--- src/rtl/rail_sequencer.sv ---
// Power-rail sequencer: enables rails in ascending order, each after the previous rail's
// power-good has settled, and powers down in reverse order on request or fault.
module rail_sequencer #(
  parameter int NUM_RAILS     = 4,
  parameter int TIMER_WIDTH   = 16,
  parameter int PG_TIMEOUT    = 1000,
  parameter int SETTLE_CYCLES = 100,
  parameter int OFF_CYCLES    = 100
) (
  input  logic                 sysclk,
  input  logic                 reset,
  input  logic                 enable,
  input  logic [NUM_RAILS-1:0] pg,
  output logic [NUM_RAILS-1:0] en,
  output logic                 all_good,
  output logic                 fault,
  output logic [2:0]           fault_rail,
  output logic [2:0]           state
);

  typedef enum logic [2:0] {
    S_OFF     = 3'd0,
    S_ENABLE  = 3'd1,
    S_WAIT_PG = 3'd2,
    S_SETTLE  = 3'd3,
    S_RUN     = 3'd4,
    S_DISABLE = 3'd5,
    S_FAULT   = 3'd6
  } state_t;

  localparam logic [TIMER_WIDTH-1:0] PG_LAST     = TIMER_WIDTH'(PG_TIMEOUT - 1);
  localparam logic [TIMER_WIDTH-1:0] SETTLE_LAST = TIMER_WIDTH'(SETTLE_CYCLES - 1);
  localparam logic [TIMER_WIDTH-1:0] OFF_LAST    = TIMER_WIDTH'(OFF_CYCLES - 1);
  localparam logic [2:0]             IDX_LAST    = 3'(NUM_RAILS - 1);

  state_t                 state_q, state_d;
  logic [NUM_RAILS-1:0]   en_q, en_d;
  logic [2:0]             idx_q, idx_d;
  logic [TIMER_WIDTH-1:0] tmr_q, tmr_d;
  logic                   fault_q, fault_d;
  logic [2:0]             fault_rail_q, fault_rail_d;
  logic [NUM_RAILS-1:0]   pg_m_q, pg_s_q;

  logic [NUM_RAILS-1:0]   idx_mask, top_mask, loss;
  logic [2:0]             top_rail, loss_rail;
  logic                   pg_idx;

  function automatic logic [TIMER_WIDTH-1:0] sat_inc(input logic [TIMER_WIDTH-1:0] v);
    return (&v) ? v : v + 1'b1;
  endfunction

  // Rail selection helpers: current rail, highest enabled rail, lowest rail that lost power-good.
  always_comb begin
    idx_mask  = NUM_RAILS'(1) << idx_q;
    pg_idx    = |(pg_s_q & idx_mask);
    loss      = en_q & ~pg_s_q;
    top_rail  = 3'd0;
    loss_rail = 3'd0;
    for (int i = 0; i < NUM_RAILS; i++) begin
      if (en_q[i]) top_rail = 3'(i);
    end
    for (int i = NUM_RAILS - 1; i >= 0; i--) begin
      if (loss[i]) loss_rail = 3'(i);
    end
    top_mask = NUM_RAILS'(1) << top_rail;
  end

  always_comb begin
    state_d      = state_q;
    en_d         = en_q;
    idx_d        = idx_q;
    tmr_d        = tmr_q;
    fault_d      = fault_q;
    fault_rail_d = fault_rail_q;
    case (state_q)
      S_OFF: begin
        en_d = '0;
        if (enable && !fault_q) begin
          idx_d   = 3'd0;
          state_d = S_ENABLE;
        end
      end
      S_ENABLE: begin
        tmr_d = '0;
        if (!enable) begin
          state_d = S_DISABLE;
        end else begin
          en_d    = en_q | idx_mask;
          state_d = S_WAIT_PG;
        end
      end
      S_WAIT_PG: begin
        if (!enable) begin
          tmr_d   = '0;
          state_d = S_DISABLE;
        end else if (pg_idx) begin
          tmr_d   = '0;
          state_d = S_SETTLE;
        end else if (tmr_q >= PG_LAST) begin
          fault_d      = 1'b1;
          fault_rail_d = idx_q;
          tmr_d        = '0;
          state_d      = S_DISABLE;
        end else begin
          tmr_d = sat_inc(tmr_q);
        end
      end
      S_SETTLE: begin
        if (!enable) begin
          tmr_d   = '0;
          state_d = S_DISABLE;
        end else if (tmr_q >= SETTLE_LAST) begin
          tmr_d = '0;
          if (idx_q == IDX_LAST) begin
            state_d = S_RUN;
          end else begin
            idx_d   = idx_q + 3'd1;
            state_d = S_ENABLE;
          end
        end else begin
          tmr_d = sat_inc(tmr_q);
        end
      end
      S_RUN: begin
        // A pg loss wins over a simultaneous power-down request so the fault is recorded.
        if (|loss) begin
          fault_d      = 1'b1;
          fault_rail_d = loss_rail;
          tmr_d        = '0;
          state_d      = S_DISABLE;
        end else if (!enable) begin
          tmr_d   = '0;
          state_d = S_DISABLE;
        end
      end
      S_DISABLE: begin
        if (en_q == '0) begin
          tmr_d   = '0;
          state_d = fault_q ? S_FAULT : S_OFF;
        end else begin
          if (tmr_q == '0) en_d = en_q & ~top_mask;
          tmr_d = (tmr_q >= OFF_LAST) ? '0 : sat_inc(tmr_q);
        end
      end
      S_FAULT: begin
        en_d = '0;
        if (!enable) begin
          fault_d      = 1'b0;
          fault_rail_d = 3'd0;
          state_d      = S_OFF;
        end
      end
      default: begin
        en_d    = '0;
        state_d = S_OFF;
      end
    endcase
  end

  always_ff @(posedge sysclk or posedge reset) begin
    if (reset) begin
      state_q      <= S_OFF;
      en_q         <= '0;
      idx_q        <= 3'd0;
      tmr_q        <= '0;
      fault_q      <= 1'b0;
      fault_rail_q <= 3'd0;
      pg_m_q       <= '0;
      pg_s_q       <= '0;
    end else begin
      state_q      <= state_d;
      en_q         <= en_d;
      idx_q        <= idx_d;
      tmr_q        <= tmr_d;
      fault_q      <= fault_d;
      fault_rail_q <= fault_rail_d;
      pg_m_q       <= pg;
      pg_s_q       <= pg_m_q;
    end
  end

  assign en         = en_q;
  assign all_good   = (state_q == S_RUN);
  assign fault      = fault_q;
  assign fault_rail = fault_rail_q;
  assign state      = state_q;

endmodule
--- config.mk ---
export PLATFORM = sky130hd
export DESIGN_NAME = rail_sequencer
export DESIGN_NICKNAME = d
export VERILOG_FILES = /design/src/rtl/rail_sequencer.sv
export SDC_FILE = /design/constraint.sdc
export NUM_CORES = 1
export LEC_CHECK = 0
export ABC_AREA = 1
export BUFFER_PORTS_ARGS = -buffer_cell sky130_fd_sc_hd__buf_4
export CAP_MARGIN = 40
export CORE_MARGIN = 3
export CORE_UTILIZATION = 42
export CTS_CLUSTER_DIAMETER = 30
export DETAILED_ROUTE_END_ITERATION = 8
export GPL_TIMING_DRIVEN = 1
export PLACE_DENSITY_LB_ADDON = 0.15
export RECOVER_POWER = 25
export SETUP_SLACK_MARGIN = 0.3
export SYNTH_ARGS = -nofsm -noshare
export SYNTH_HDL_FRONTEND = slang
export SYNTH_SLANG_ARGS = --single-unit
--- constraint.sdc ---
create_clock -name sysclk -period 3.5 [get_ports sysclk]
set_clock_uncertainty 0.2 [all_clocks]
set_input_delay 0.7 -clock sysclk [delete_from_list [all_inputs] [get_ports sysclk]]
set_output_delay 0.7 -clock sysclk [all_outputs]
set_load 0.05 [all_outputs]
==> flow_metrics.tcl <==
set metrics [dict create \
    yosysUniqueCellTypes 25 \
    slew_headroom_pct -33.20 \
    critPathKind "in -> async" \
    setup_viol 0 \
    cpMaxStageDelayCell "sky130_fd_sc_hd__clkbuf_1" \
    cts.repair_timing.setup_buffer_count 0 \
    tightest_slew_ps 1998 \
    failed_checks "capacitance limit, slew limit" \
    timing.critical_path.from_type "input pin" \
    place.port_buffers 18 \
    critical_path.cell_chain "clkbuf_4 -> inv_1 -> clkbuf_1" \
    cts_hold_buffers 0 \
    cts.root.buffer_cell "sky130_fd_sc_hd__clkbuf_8" \
    floorplan.die.height_um 81.47 \
    synthFlopType "sky130_fd_sc_hd__dfrtp_1" \
    post-route-worst-setup-slack_ps 1025 \
    clock_sink_count 38 \
    p_switching_uw 892.4 \
    die_x_um 81.47 \
    timing.fmax_mhz 404.0 \
    run_status "finished, violations left" \
    drt_drc_violations_left 0 \
    p_total_uw 1945 \
    total_area_of_multi_input_combinational_cells_um2 1206 \
    grt_antenna_before_repair 0 \
    area_growth_pct 13.70 \
    worst_ep_arrival_time_ps 2280 \
    register_area_um2 950.9 \
    die-area_um2 6637 \
    clkTransAtPathRegs_ps 80 \
    synth_top_cells_by_count "sky130_fd_sc_hd__nand2_1, sky130_fd_sc_hd__inv_1, sky130_fd_sc_hd__nor2_1, sky130_fd_sc_hd__dfrtp_1, sky130_fd_sc_hd__nand3_1" \
    global_route_wire_length_before_repair_um 8673 \
    antenna-diode-count 0 \
    drtPass1Iterations 5 \
    placedInstanceArea_um2 2586 \
    initialDrtViolationCount 149 \
    rrSetupSlack_ps 1330 \
    post-dp-hpwl_um 3899 \
    hold_violations 0 \
    detail_route.wirelength_um 5109 \
    internal_power_uw 1052 \
    synth-edff-count 0 \
    global_route.overflow_total 0 \
    first_global_vias 1917 \
    synth-adder-area-share_pct 4.184 \
    postCtsResizedCells 0 \
    highest_ir_drop_seen_on_vdd_uv 380.6 \
    synth_area_um2 2392 \
    detail-route-antenna-nets 0 \
    grt_max_degree 39 \
    power.density_nw_per_um2 715.0 \
    tritoncts "built" \
    synthMostInstantiatedCell "sky130_fd_sc_hd__nand2_1" \
    num-nets-final 382 \
    cell_leakage_power_uw 0.001405 \
    netlist_instances 346 \
    data_required_time_at_the_worst_endpoint_ps 3310 \
    layout_min_cycle_time_ps 2475 \
    critical_path.endpoint_type "async pin" \
    synth.mux.area_fraction_pct 0 \
    ctsHtreeMaxLevel 2 \
    power.clock.fraction_pct 23.0 \
    synth_compound_area_share_pct 9.623 \
    vias 2164 \
    max_stage_delay_ps 1420 \
    top_level_ports 19 \
    tritoncts.num_buffers 5 \
    timing.hold.worst.class "reg -> reg" \
    drive_gt1_share_pct 9.783 \
    ys_seq_area_share_pct 39.75 \
    yosys.area.top_type "sky130_fd_sc_hd__dfrtp_1" \
    synth-simple-area-share_pct 36.61 \
    p_sw_share_pct 45.89 \
    routedWlPerCell_um 11.66 \
    fin_area_um2 2720 \
    worstSkewPairLatency_ps 290 \
    coreArea_um2 5303 \
    standard_cell_rows 26 \
    mappedNetlistNets 361 \
    synth.yosys.warnings 0 \
    finalCritPeriodShare_pct 70.72 \
    place_worst_setup_slack_ps 1143 \
    gr-usage-all-layers_pct 16.79 \
    async_reset_ff_share_pct 100.0 \
    pwr-share-seq_pct 30.7 \
    totalNegativeSetupSlack_ps 0 \
    synth_top_family_by_area "simple AND/OR/NAND/NOR gates" \
    cp_max_fo 38 \
    synth_largest_type_area_fraction_pct 39.75 \
    share_comb_of_total_power_pct 46.3 \
    number_of_pins_exceeding_their_max_slew_limit_in_the_final_report 39 \
    via_per_inst 4.941 \
    synth.avg_cell_area_um2 6.914 \
    place.gp.congestion 0.9344 \
    max-cap-violations 1 \
    starting_density_of_the_core_pct 45.12 \
    post-route-util_pct 51.30 \
    synth_xor_area_share_pct 0 \
    synth.area.top_cells "sky130_fd_sc_hd__dfrtp_1, sky130_fd_sc_hd__nand2_1, sky130_fd_sc_hd__inv_1" \
    num-fill-cells 544 \
    cts_max_path_buffers 2 \
    grt_setup_unrepaired "no" \
    ys_seq_elements 38 \
]
-- sequential cells by signal, indices dropped and copies added (netlist names) --
name        cells
fault_rail      3
tmr_q          16
pg_m_q          4
state           3
en              4
idx_q           3
pg_s_q          4
fault           1
-- cell type report --
cell class,count,area share [%]
clock buffer,5,2.530
clock inverter,3,2.530
inverter,53,7.314
multi-input combinational,250,44.34
sequential,38,34.96
tap,70,3.220
timing repair buffer,19,5.106
-- per-stage QoR --
step | hold WS (ps) | instances
6_report | 143.1 | 438
5_1_grt | 157.2 | 438
4_1_cts | 148.0 | 438
3_5_place_dp | 134.7 | 430
3_3_place_gp | 133.4 | 430
2_1_floorplan | 131.2 | 346
-- power groups by stage --
stage,Sequential (uW),Clock (uW),Combinational [uW]
floorplan,706,0,600
global placement,602,0,894
detailed placement,603,0,905
CTS,595,457,908
global route,607,474,1010
finish,596,448,900
-- per-layer routing --
layer	part of all wire (%)	wire length [um]	track usage (%)
met5	0	0	0
met1	50	2563	24.57
met4	1.0	51	5.068
met3	5.5	279	3.289
met2	43	2215	24.92
-- cell families after synthesis --
| family | count (synthesis) |
|---|---|
| buffers and inverters | 58 |
| and+or+nand+nor | 202 |
| DFF | 38 |
| adders and majority gates | 8 |
| AOI/OAI and AO/OA | 40 |
-- layout by cell type, fill, tap and decap left out, drive strengths merged, types with 2 or more instances in the layout --
cell type  netlist  final
a21oi            9      9
a32oi            2      2
buf              4     13
bufinv           0      2
clkbuf           1     11
dfrtp           38     38
ha               8      8
inv             53     53
nand2           97     97
nand3           37     37
nand4           11     11
nor2            52     52
nor3             3      3
o21a             2      2
o21ai           24     24
-- final timing paths --
| kind | endpoint | start | depth (start not counted) |
|---|---|---|---|
| worst max-delay path | state[2]$_DFFE_PP0P_ | reset | 3 |
| worst min-delay path | pg_s_q[1]$_DFF_PP0_ | pg_m_q[1]$_DFF_PP0_ | 0 |
| worst max register to register | fault$_DFFE_PP0P_ | idx_q[0]$_DFFE_PP0P_ | 10 |
| worst min register to register | pg_s_q[1]$_DFF_PP0_ | pg_m_q[1]$_DFF_PP0_ | 0 |
| max in group sysclk | all_good | state[0]$_DFFE_PP0P_ | 4 |
| min in group asynchronous | pg_s_q[1]$_DFF_PP0_ | reset | 3 |
-- worst max-delay path, delay by kind of cell --
family / cells / cell delay, ps
buffers and inverters: 3 / 1560
(Power assumes the default switching activity.)
